--- src/rtl/reaction_timer.sv ---
// reaction_timer: millisecond reaction-timer controller on the 1 kHz ms_clk.
// A random wait follows start, then the stimulus LED lights and a six-digit BCD
// count runs until stop, then the count holds. A stop during the wait is a false
// start and raises blink_req.
// Optional build macro: HOLD_BEST_EN keeps the best (lowest) time and shows it in IDLE.
module reaction_timer #(
  parameter int unsigned MIN_WAIT  = 1000,
  parameter logic [11:0] LFSR_SEED = 12'hACE
) (
  input  logic       ms_clk,
  input  logic       Reset_n,
  input  logic       start,
  input  logic       stop,
  output logic       led_stim,
  output logic       blink_req,
  output logic       done,
  output logic [3:0] d0,
  output logic [3:0] d1,
  output logic [3:0] d2,
  output logic [3:0] d3,
  output logic [3:0] d4,
  output logic [3:0] d5
);

  typedef enum logic [2:0] {
    S_IDLE,
    S_WAIT,
    S_TIMING,
    S_DONE,
    S_FALSE
  } state_t;

  localparam logic [23:0] BCD_MAX = 24'h999999;

  state_t      state_q, state_d;
  logic [12:0] wcnt_q, wcnt_d;
  logic [23:0] cnt_q, cnt_d;
  logic [23:0] idle_digits;
  logic [11:0] lfsr_q;
  logic [12:0] wait_load;

  logic start_s1, start_s2, start_s3, start_p;
  logic stop_s1, stop_s2, stop_s3, stop_p;

  // Two-flop synchronizers followed by registered rising-edge detectors
  always_ff @(posedge ms_clk) begin
    if (!Reset_n) begin
      start_s1 <= 1'b0;
      start_s2 <= 1'b0;
      start_s3 <= 1'b0;
      start_p  <= 1'b0;
      stop_s1  <= 1'b0;
      stop_s2  <= 1'b0;
      stop_s3  <= 1'b0;
      stop_p   <= 1'b0;
    end else begin
      start_s1 <= start;
      start_s2 <= start_s1;
      start_s3 <= start_s2;
      start_p  <= start_s2 & ~start_s3;
      stop_s1  <= stop;
      stop_s2  <= stop_s1;
      stop_s3  <= stop_s2;
      stop_p   <= stop_s2 & ~stop_s3;
    end
  end

  // Free-running 12-bit Fibonacci LFSR, taps 12,11,10,4
  always_ff @(posedge ms_clk) begin
    if (!Reset_n) begin
      lfsr_q <= LFSR_SEED;
    end else begin
      lfsr_q <= {lfsr_q[10:0], lfsr_q[11] ^ lfsr_q[10] ^ lfsr_q[9] ^ lfsr_q[3]};
    end
  end

`ifdef HOLD_BEST_EN
  logic [23:0] best_q;

  // Best time: packed BCD compares correctly as unsigned, most significant digit first
  always_ff @(posedge ms_clk) begin
    if (!Reset_n) begin
      best_q <= BCD_MAX;
    end else if (state_q == S_TIMING && stop_p && cnt_q < best_q) begin
      best_q <= cnt_q;
    end
  end

  assign idle_digits = best_q;
`else
  assign idle_digits = '0;
`endif

  assign wait_load = 13'(MIN_WAIT) + {2'b00, lfsr_q[10:0]};

  function automatic logic [23:0] bcd_inc(input logic [23:0] v);
    logic [23:0] r;
    logic        carry;
    r     = v;
    carry = 1'b1;
    for (int unsigned i = 0; i < 6; i++) begin
      if (carry) begin
        if (v[i*4 +: 4] == 4'd9) begin
          r[i*4 +: 4] = 4'd0;
        end else begin
          r[i*4 +: 4] = v[i*4 +: 4] + 4'd1;
          carry       = 1'b0;
        end
      end
    end
    return r;
  endfunction

  // State, wait counter and digit register
  always_ff @(posedge ms_clk) begin
    if (!Reset_n) begin
      state_q <= S_IDLE;
      wcnt_q  <= '0;
      cnt_q   <= '0;
    end else begin
      state_q <= state_d;
      wcnt_q  <= wcnt_d;
      cnt_q   <= cnt_d;
    end
  end

  // Next-state, wait-count and digit logic
  always_comb begin
    state_d = state_q;
    wcnt_d  = wcnt_q;
    cnt_d   = cnt_q;
    unique case (state_q)
      S_IDLE: begin
        cnt_d = idle_digits;
        if (start_p) begin
          state_d = S_WAIT;
          wcnt_d  = wait_load;
          cnt_d   = '0;
        end
      end
      S_WAIT: begin
        if (stop_p) begin
          state_d = S_FALSE;
          cnt_d   = '0;
        end else if (wcnt_q == '0) begin
          state_d = S_TIMING;
        end else begin
          wcnt_d = wcnt_q - 13'd1;
        end
      end
      S_TIMING: begin
        if (stop_p) begin
          state_d = S_DONE;
        end else if (cnt_q != BCD_MAX) begin
          cnt_d = bcd_inc(cnt_q);
        end
      end
      S_DONE: begin
        if (start_p) begin
          state_d = S_WAIT;
          wcnt_d  = wait_load;
          cnt_d   = '0;
        end
      end
      S_FALSE: begin
        cnt_d = '0;
        if (start_p) begin
          state_d = S_WAIT;
          wcnt_d  = wait_load;
        end
      end
      default: begin
        state_d = S_IDLE;
        cnt_d   = '0;
      end
    endcase
  end

  assign led_stim  = (state_q == S_TIMING);
  assign blink_req = (state_q == S_FALSE);
  assign done      = (state_q == S_DONE);

  assign d0 = cnt_q[3:0];
  assign d1 = cnt_q[7:4];
  assign d2 = cnt_q[11:8];
  assign d3 = cnt_q[15:12];
  assign d4 = cnt_q[19:16];
  assign d5 = cnt_q[23:20];

endmodule
--- config.mk ---
export PLATFORM = sky130hd
export DESIGN_NAME = reaction_timer
export DESIGN_NICKNAME = d
export VERILOG_FILES = /design/src/rtl/reaction_timer.sv
export SDC_FILE = /design/constraint.sdc
export NUM_CORES = 1
export LEC_CHECK = 0
export CORE_MARGIN = 4
export CORE_UTILIZATION = 58
export CTS_BUF_LIST = sky130_fd_sc_hd__clkbuf_8
export DETAILED_ROUTE_END_ITERATION = 6
export PLACE_DENSITY = 0.79
export SYNTH_ARGS = -nofsm -noshare
export SYNTH_HDL_FRONTEND = slang
export SYNTH_SLANG_ARGS = --single-unit
--- constraint.sdc ---
create_clock -name ms_clk -period 3.4 [get_ports ms_clk]
set_clock_uncertainty 0.05 [all_clocks]
set_input_delay 0.51 -clock ms_clk [delete_from_list [all_inputs] [get_ports ms_clk]]
set_output_delay 0.51 -clock ms_clk [all_outputs]
set_load 0.005 [all_outputs]
==> results of run 1 <==
## worst min path at each step
| stage | start | end | slack [ns] | cells after the start |
|---|---|---|---|---|
| global placement | stop_s3 | stop_p | 0.32 | 1 |
| detailed placement | start_s3 | start_p | 0.32 | 1 |
| CTS | start_s3 | start_p | 0.33 | 1 |
| global route | stop_s3 | stop_p | 0.34 | 1 |
| finish | start_s3 | start_p | 0.33 | 1 |
| floorplan | start_s3 | start_p | 0.32 | 1 |
## registers in the layout, indices dropped and copies added (netlist names)
| name | cells |
|---|---|
| start_s2 | 1 |
| start_s1 | 1 |
| stop_p | 1 |
| start_s3 | 1 |
| wcnt_q | 13 |
| state_q | 3 |
| stop_s3 | 1 |
| start_p | 1 |
| lfsr_q | 12 |
| cnt_q | 24 |
| stop_s1 | 1 |
| stop_s2 | 1 |
## cell usage after synthesis, types with 2 or more instances
library cell | count | share of area (%)
sky130_fd_sc_hd__buf_2 | 4 | 0.63
sky130_fd_sc_hd__o31ai_1 | 10 | 2.4
sky130_fd_sc_hd__or4_1 | 4 | 0.95
sky130_fd_sc_hd__a21oi_1 | 24 | 3.8
sky130_fd_sc_hd__or3_1 | 6 | 1.2
sky130_fd_sc_hd__xor2_1 | 6 | 1.7
sky130_fd_sc_hd__o21ai_1 | 2 | 0.32
sky130_fd_sc_hd__nand2b_1 | 8 | 1.6
sky130_fd_sc_hd__and2_1 | 10 | 2.0
sky130_fd_sc_hd__and3_1 | 2 | 0.40
sky130_fd_sc_hd__nor2_1 | 31 | 3.7
sky130_fd_sc_hd__nand2_1 | 26 | 3.1
sky130_fd_sc_hd__a211oi_1 | 4 | 0.95
sky130_fd_sc_hd__xnor2_1 | 6 | 1.7
sky130_fd_sc_hd__nor4_1 | 4 | 0.79
sky130_fd_sc_hd__o22ai_1 | 2 | 0.40
sky130_fd_sc_hd__o21ai_0 | 16 | 2.5
sky130_fd_sc_hd__o211ai_1 | 6 | 1.4
sky130_fd_sc_hd__o31a_1 | 2 | 0.55
sky130_fd_sc_hd__a31oi_1 | 3 | 0.59
sky130_fd_sc_hd__nor2b_1 | 6 | 1.2
sky130_fd_sc_hd__a2bb2oi_1 | 3 | 0.83
sky130_fd_sc_hd__nor3b_1 | 2 | 0.48
sky130_fd_sc_hd__ha_1 | 15 | 5.9
sky130_fd_sc_hd__and3b_1 | 5 | 1.4
sky130_fd_sc_hd__buf_4 | 3 | 0.71
sky130_fd_sc_hd__clkbuf_1 | 7 | 0.83
sky130_fd_sc_hd__nor4_2 | 2 | 0.79
sky130_fd_sc_hd__nand3_1 | 17 | 2.7
sky130_fd_sc_hd__nand4_1 | 5 | 0.99
sky130_fd_sc_hd__nand3b_1 | 7 | 1.7
sky130_fd_sc_hd__inv_1 | 16 | 1.9
sky130_fd_sc_hd__mux2i_1 | 3 | 0.95
sky130_fd_sc_hd__dfxtp_1 | 60 | 38
sky130_fd_sc_hd__nor3_1 | 12 | 1.9
sky130_fd_sc_hd__a21o_1 | 3 | 0.71
## placed cells by master, fill, tap and decap left out, types with 3 or more instances in the layout
| cell | synthesis | routed |
|---|---|---|
| sky130_fd_sc_hd__nor2_1 | 31 | 31 |
| sky130_fd_sc_hd__nor3_1 | 12 | 12 |
| sky130_fd_sc_hd__clkinv_2 | 1 | 3 |
| sky130_fd_sc_hd__a2bb2oi_1 | 3 | 3 |
| sky130_fd_sc_hd__o21ai_0 | 16 | 16 |
| sky130_fd_sc_hd__or4_1 | 4 | 4 |
| sky130_fd_sc_hd__o211ai_1 | 6 | 6 |
| sky130_fd_sc_hd__nand3b_1 | 7 | 7 |
| sky130_fd_sc_hd__mux2i_1 | 3 | 3 |
| sky130_fd_sc_hd__clkbuf_8 | 0 | 11 |
| sky130_fd_sc_hd__inv_1 | 16 | 17 |
| sky130_fd_sc_hd__or3_1 | 6 | 6 |
| sky130_fd_sc_hd__a31oi_1 | 3 | 3 |
| sky130_fd_sc_hd__xnor2_1 | 6 | 6 |
| sky130_fd_sc_hd__buf_4 | 3 | 3 |
| sky130_fd_sc_hd__and2_1 | 10 | 10 |
| sky130_fd_sc_hd__xor2_1 | 6 | 6 |
| sky130_fd_sc_hd__dfxtp_1 | 60 | 60 |
| sky130_fd_sc_hd__nand3_1 | 17 | 17 |
| sky130_fd_sc_hd__nor2b_1 | 6 | 6 |
| sky130_fd_sc_hd__a21oi_1 | 24 | 24 |
| sky130_fd_sc_hd__nand4_1 | 5 | 5 |
| sky130_fd_sc_hd__ha_1 | 15 | 15 |
| sky130_fd_sc_hd__nand2b_1 | 8 | 8 |
| sky130_fd_sc_hd__clkdlybuf4s50_1 | 0 | 30 |
| sky130_fd_sc_hd__nand2_1 | 26 | 26 |
| sky130_fd_sc_hd__and3b_1 | 5 | 5 |
| sky130_fd_sc_hd__a21o_1 | 3 | 3 |
| sky130_fd_sc_hd__a211oi_1 | 4 | 4 |
| sky130_fd_sc_hd__o31ai_1 | 10 | 10 |
| sky130_fd_sc_hd__nor4_1 | 4 | 4 |
## per-stage QoR
step | instances | cell area (sq um) | utilization [%]
after floorplan | 369 | 3160 | -
after global placement | 456 | 3480 | 66.9
after detailed placement | 456 | 3480 | 66.9
after CTS | 472 | 3690 | 70.8
after global routing | 472 | 3690 | 70.8
final | 472 | 3690 | 70.8
## routing by layer
metal	track usage (%)	routed length, microns	share of wire (%)
met5	0	0	0
met3	4.06	197	2.9
met4	11.5	150	2.2
met1	29.2	3120	46
met2	38.6	3380	49
## report_power, final
group	total [uW]	internal (uW)	switching [uW]
Sequential	752	727	25.6
Clock	646	373	273
Combinational	188	79.6	108
## layout make-up
type / instances / area share [%]
Tap cell: 70 / 2.38
Multi-Input combinational cell: 275 / 48.9
Timing Repair Buffer: 33 / 8.75
Sequential cell: 60 / 32.6
Clock buffer: 11 / 4.11
Inverter: 18 / 1.87
Clock inverter: 5 / 1.39
## cell families after synthesis
group,after synthesis,synth area share [%]
compound gates,89,18.9
fa+ha+maj,15,5.94
xor+xnor,12,3.33
buf+inv,34,4.87
flops,60,38.0
simple gates,155,27.7
mux,4,1.31
==> metrics.txt, run 1 <==
# TYPE chip_impl_metric gauge
chip_impl_metric{name="timing.critical_path.depth",unit=""} 3
chip_impl_metric{name="grt_max_degree",unit=""} 37
chip_impl_metric{name="synthDistinctLibCells",unit=""} 63
chip_impl_metric{name="per_cell_via_count_in_the_routed_design",unit=""} 5.90
chip_impl_metric{name="avgSynthCellArea",unit="sq um"} 8.56
chip_impl_info{name="worstReg2RegEnd",value="cnt_q[10]"} 1
chip_impl_metric{name="initial_core_util",unit="%"} 60.7
chip_impl_metric{name="design_power_total",unit="uW"} 1590
chip_impl_metric{name="number_of_enable_flip_flop_cells_after_synthesis",unit=""} 0
chip_impl_info{name="critical_path_class",value="flip-flop to output pin"} 1
chip_impl_metric{name="first_global_vias",unit=""} 2659
chip_impl_info{name="setup.worst_path.start",value="state_q[1]"} 1
chip_impl_metric{name="worstPathRequired",unit="ns"} 2.84
chip_impl_metric{name="first_pass_grt_wire_length",unit="microns"} 12200
chip_impl_metric{name="syn-instance-count",unit=""} 369
chip_impl_info{name="status",value="complete, no violations"} 1
chip_impl_metric{name="proportion_of_register_bits_with_asynchronous_set_or_reset_after_synthesis",unit="%"} 0
chip_impl_metric{name="quantity_of_gates_resized_following_cts",unit=""} 0
chip_impl_metric{name="cts_max_level",unit=""} 3
chip_impl_info{name="unrepaired_setup_endpoints_after_global_routing",value="no"} 1
chip_impl_metric{name="syn-cell-area",unit="sq mm"} 0.00316
chip_impl_metric{name="finalNetCount",unit=""} 416
chip_impl_metric{name="setup_ws",unit="ns"} 0.696
chip_impl_info{name="cts-root-buf",value="sky130_fd_sc_hd__clkbuf_8"} 1
chip_impl_metric{name="cts_hold_buf",unit=""} 0
chip_impl_metric{name="die_w",unit="microns"} 81.8
chip_impl_metric{name="vias",unit=""} 2783
chip_impl_metric{name="max-cap-violations",unit=""} 0
chip_impl_metric{name="cts-root-to-sink-buffers",unit=""} 2
chip_impl_metric{name="route.detailed.drc",unit=""} 0
chip_impl_metric{name="post-route-min-period",unit="ns"} 2.70
chip_impl_metric{name="tightestPinTransition",unit="ns"} 0.739
chip_impl_metric{name="path_buf_inv",unit=""} 2
chip_impl_metric{name="routed_wire_length_per_instance",unit="microns"} 14.5
chip_impl_metric{name="cellLeakagePower",unit="uW"} 0.00133
chip_impl_metric{name="critical_path_fanouts_max",unit=""} 15
chip_impl_metric{name="crit_arrival",unit="ns"} 2.14
chip_impl_metric{name="cts.clk_slew.worst_paths",unit="ns"} 0.07
chip_impl_metric{name="timing.setup.tns",unit="ns"} 0
chip_impl_metric{name="powerDensity",unit="mW/mm^2"} 430
chip_impl_metric{name="firstDrtPassIters",unit=""} 4
chip_impl_metric{name="drt_wl_total",unit="microns"} 6850
chip_impl_metric{name="final_antenna_net_count",unit=""} 0
chip_impl_info{name="critical_path.slowest_cell",value="sky130_fd_sc_hd__dfxtp_1"} 1
chip_impl_metric{name="maxClockFrequency",unit="GHz"} 0.370
chip_impl_metric{name="tritoncts.num_buffers",unit=""} 9
chip_impl_metric{name="port_buffers",unit=""} 30
chip_impl_metric{name="area.growth.synth_to_final",unit="%"} 16.7
chip_impl_metric{name="fp.dieArea",unit="sq mm"} 0.00669
chip_impl_metric{name="synth_nets",unit=""} 388
chip_impl_metric{name="multi_input_comb_area",unit="sq mm"} 0.00180
chip_impl_metric{name="clock_sinks",unit=""} 60
chip_impl_metric{name="drv_slew",unit=""} 0
chip_impl_metric{name="grt.overflow.total",unit=""} 0
chip_impl_metric{name="design.core.area",unit="sq mm"} 0.00520
chip_impl_metric{name="dp_hpwl",unit="microns"} 4770
chip_impl_metric{name="drive_above_1_share",unit="%"} 8.21
chip_impl_metric{name="grt_antenna_before_repair",unit=""} 0
chip_impl_metric{name="hold_violations",unit=""} 0
chip_impl_info{name="critical_path.endpoint_type",value="output pin"} 1
chip_impl_info{name="worst_setup_path_start_kind",value="flip-flop"} 1
chip_impl_metric{name="grt_usage",unit="%"} 23.3
chip_impl_metric{name="synth_seq_area_share",unit="%"} 38.0
chip_impl_info{name="critical_path.cell_chain",value="or3b_4 > clkinv_2 > clkdlybuf4s50_1"} 1
chip_impl_metric{name="vdd_ir_drop_max",unit="mV"} 0.319
chip_impl_info{name="reg2reg_from",value="state_q[1]"} 1
chip_impl_info{name="critical-path-top-delay-family",value="buffers and inverters"} 1
chip_impl_metric{name="ff2ff_path_depth",unit=""} 6
chip_impl_metric{name="whs",unit="ns"} 0.331
chip_impl_metric{name="final-seq-area",unit="sq mm"} 0.00120
chip_impl_metric{name="floorplan.die.height",unit="microns"} 81.8
chip_impl_metric{name="slew_headroom",unit="%"} 50.8
chip_impl_info{name="setup.worst_path.end",value="led_stim"} 1
chip_impl_metric{name="final.fill_count",unit=""} 441
chip_impl_info{name="ys.flop_type",value="sky130_fd_sc_hd__dfxtp_1"} 1
chip_impl_metric{name="io_pins",unit=""} 31
chip_impl_metric{name="gpl.final_weighted_congestion",unit=""} 0.870
chip_impl_metric{name="placement_row_count",unit=""} 26
chip_impl_metric{name="post_cts_buffers",unit=""} 0
chip_impl_metric{name="regToRegSetupSlack",unit="ns"} 1.08
chip_impl_metric{name="ffs_latches_synth",unit=""} 60
chip_impl_metric{name="num_antenna_cells",unit=""} 0
chip_impl_metric{name="ys_warn_count",unit=""} 0
chip_impl_info{name="min-delay-path-class",value="flip-flop to flip-flop"} 1
chip_impl_metric{name="crit_path_max_incr_delay",unit="ns"} 0.59
chip_impl_info{name="tritoncts",value="built"} 1
chip_impl_metric{name="layout_worst_path_cycle_share",unit="%"} 79.5
chip_impl_metric{name="setup_violations",unit=""} 0
chip_impl_metric{name="detail_route.iter0.violations",unit=""} 127
chip_impl_metric{name="clock_latency",unit="ns"} 0.34
chip_impl_metric{name="place_ws",unit="ns"} 0.962
No activity file was read; power rests on OpenSTA's default activity.
==> run 2, diff against run 1 <==
- clock period: 3.4 -> 2.7 ns (I/O delays scaled with it)
==> metrics.txt, run 2 (same netlist as run 1, synthesis figures left out) <==
# TYPE chip_impl_metric gauge
chip_impl_metric{name="drive_above_1_share",unit="%"} 8.68
chip_impl_metric{name="comb_power_share",unit="%"} 11.9
chip_impl_metric{name="grt_antenna_before_repair",unit=""} 0
chip_impl_metric{name="final_area",unit="sq mm"} 0.00370
chip_impl_metric{name="gpl.final_weighted_congestion",unit=""} 0.809
chip_impl_metric{name="timing.setup.tns",unit="ns"} 0
chip_impl_metric{name="floorplan.die.height",unit="microns"} 81.8
chip_impl_metric{name="tightestPinTransition",unit="ns"} 0.706
chip_impl_info{name="reg2reg_from",value="wcnt_q[0]"} 1
chip_impl_info{name="tritoncts",value="built"} 1
chip_impl_info{name="critical_path.endpoint_type",value="output pin"} 1
chip_impl_metric{name="route.detailed.drc",unit=""} 0
chip_impl_metric{name="crit_arrival",unit="ns"} 1.98
chip_impl_metric{name="placement_row_count",unit=""} 26
chip_impl_metric{name="clockPowerShare",unit="%"} 41.0
chip_impl_metric{name="maxClockFrequency",unit="GHz"} 0.411
chip_impl_metric{name="first_global_vias",unit=""} 2660
chip_impl_metric{name="fp.dieArea",unit="sq mm"} 0.00669
chip_impl_info{name="critical_path_class",value="flip-flop to output pin"} 1
chip_impl_metric{name="cts-root-to-sink-buffers",unit=""} 2
chip_impl_metric{name="sequential_share_of_power",unit="%"} 47.1
chip_impl_metric{name="worstPathRequired",unit="ns"} 2.25
chip_impl_metric{name="per_cell_via_count_in_the_routed_design",unit=""} 5.86
chip_impl_metric{name="design.core.area",unit="sq mm"} 0.00520
chip_impl_metric{name="first_pass_grt_wire_length",unit="microns"} 12400
chip_impl_metric{name="critical_path_fanouts_max",unit=""} 15
chip_impl_metric{name="cellLeakagePower",unit="uW"} 0.00133
chip_impl_metric{name="cts.clk_slew.worst_paths",unit="ns"} 0.07
chip_impl_metric{name="regToRegSetupSlack",unit="ns"} 0.46
chip_impl_info{name="worst_setup_path_start_kind",value="flip-flop"} 1
chip_impl_metric{name="hold_violations",unit=""} 0
chip_impl_metric{name="post-route-min-period",unit="ns"} 2.43
chip_impl_metric{name="placed_area",unit="sq mm"} 0.00349
chip_impl_metric{name="ff2ff_path_depth",unit=""} 7
chip_impl_info{name="min-delay-path-class",value="flip-flop to flip-flop"} 1
chip_impl_metric{name="dp_hpwl",unit="microns"} 4760
chip_impl_info{name="highest_count_cells_in_the_layout_ignoring_fill_and_taps",value="sky130_fd_sc_hd__dfxtp_1 (59), sky130_fd_sc_hd__nor2_1 (31), sky130_fd_sc_hd__clkdlybuf4s50_1 (30)"} 1
chip_impl_info{name="regMostFlops",value="cnt_q"} 1
chip_impl_metric{name="routed_wire_length_per_instance",unit="microns"} 14.9
chip_impl_metric{name="largest_register_ffs",unit=""} 24
chip_impl_metric{name="final_antenna_net_count",unit=""} 0
chip_impl_metric{name="die_w",unit="microns"} 81.8
chip_impl_metric{name="grt_usage",unit="%"} 23.9
chip_impl_metric{name="drv_slew",unit=""} 0
chip_impl_metric{name="slew_headroom",unit="%"} 53.0
chip_impl_metric{name="drt_wl_total",unit="microns"} 7070
chip_impl_metric{name="cts_max_level",unit=""} 3
chip_impl_metric{name="grt.overflow.total",unit=""} 0
chip_impl_info{name="status",value="complete, no violations"} 1
chip_impl_metric{name="finalNetCount",unit=""} 417
chip_impl_metric{name="grt_max_degree",unit=""} 37
chip_impl_metric{name="powerDensity",unit="mW/mm^2"} 545
chip_impl_metric{name="detail_route.iter0.violations",unit=""} 134
chip_impl_metric{name="switchingPower",unit="uW"} 528
chip_impl_metric{name="io_pins",unit=""} 31
chip_impl_info{name="worstHoldStart",value="start_s3"} 1
chip_impl_info{name="largestRegisters",value="cnt_q (24), wcnt_q (13), lfsr_q (12)"} 1
chip_impl_metric{name="clock_latency",unit="ns"} 0.35
chip_impl_metric{name="num_antenna_cells",unit=""} 0
chip_impl_metric{name="max-cap-violations",unit=""} 0
chip_impl_info{name="unrepaired_setup_endpoints_after_global_routing",value="no"} 1
chip_impl_metric{name="clock_sinks",unit=""} 60
chip_impl_metric{name="initial_core_util",unit="%"} 60.7
chip_impl_metric{name="vdd_ir_drop_max",unit="mV"} 0.337
chip_impl_metric{name="internal-power",unit="uW"} 1490
chip_impl_metric{name="tritoncts.num_buffers",unit=""} 9
chip_impl_info{name="cts-root-buf",value="sky130_fd_sc_hd__clkbuf_8"} 1
chip_impl_metric{name="setup_violations",unit=""} 0
chip_impl_info{name="whs_endpoint",value="start_p"} 1
chip_impl_metric{name="vias",unit=""} 2772
chip_impl_metric{name="firstDrtPassIters",unit=""} 5
chip_impl_metric{name="port_buffers",unit=""} 30
chip_impl_metric{name="whs_path_depth",unit=""} 1
chip_impl_metric{name="power_switching_share",unit="%"} 26.2
chip_impl_info{name="leading_cell_type_in_the_layout_fill_and_taps_excluded",value="sky130_fd_sc_hd__dfxtp_1"} 1
chip_impl_metric{name="layout_worst_path_cycle_share",unit="%"} 90.1
chip_impl_metric{name="area.growth.synth_to_final",unit="%"} 17.0
chip_impl_info{name="worstReg2RegEnd",value="wcnt_q[12]"} 1
## run 2: worst max-delay path, stage by stage (launching register included)
cell                              delay [ns]
sky130_fd_sc_hd__dfxtp_2                0.46
sky130_fd_sc_hd__or3b_4                 0.51
sky130_fd_sc_hd__clkinv_2               0.15
sky130_fd_sc_hd__clkdlybuf4s50_1        0.52
## run 2: repair_timing
item | 4_1_cts | 5_1_grt
hold endpoints to repair | 0 | 0
gates resized for setup | 0 | 1
setup endpoints to repair | 0 | 1
hold buffers | 0 | 0
setup buffers | 0 | 0
## run 2: metrics by stage
step,util [%],instances,setup WS (ns),total power [uW],hold WS [ns]
6_report,71.0,473,0.268,2010,0.340
5_1_grt,71.0,473,0.156,2110,0.356
4_1_cts,71.0,473,0.115,2030,0.337
3_5_place_dp,67.1,457,0.492,1200,0.321
3_3_place_gp,67.1,457,0.523,1200,0.321
2_1_floorplan,-,369,0.743,1150,0.317
## run 2: worst max path at each step
stage                    start         end  slack (ns)  cells past startpoint
global route        state_q[1]    led_stim        0.16                      3
global placement    state_q[1]    led_stim        0.52                      3
detailed placement   wcnt_q[0]  wcnt_q[12]        0.49                      7
finish              state_q[1]    led_stim        0.27                      3
floorplan            wcnt_q[0]  wcnt_q[10]        0.74                      9
CTS                 state_q[1]    led_stim        0.12                      3
## run 2: layout make-up
type,count,area (sq um)
inverter,18,68.8
sequential,60,1200
clock buffer,11,151
fill,432,1510
clock inverter,5,51.3
timing repair buffer,34,330
multi-input combinational,275,1800
tap,70,87.6
## run 2: routing by layer
| layer | GRT usage, % | vias up | wire length (microns) |
|---|---|---|---|
| met5 | 0 | - | 0 |
| met4 | 7.81 | 0 | 132 |
| met3 | 7.24 | 10 | 203 |
| met2 | 40.1 | 49 | 3460 |
| met1 | 29.1 | 1326 | 3260 |
| li1 | - | 1387 | - |
## run 2: power by group through the flow
stage,registers [uW],clock network (uW),logic [uW]
6_report,949,827,239
5_1_grt,953,891,266
4_1_cts,948,847,239
3_5_place_dp,967,0,237
3_3_place_gp,966,0,233
2_1_floorplan,955,0,195
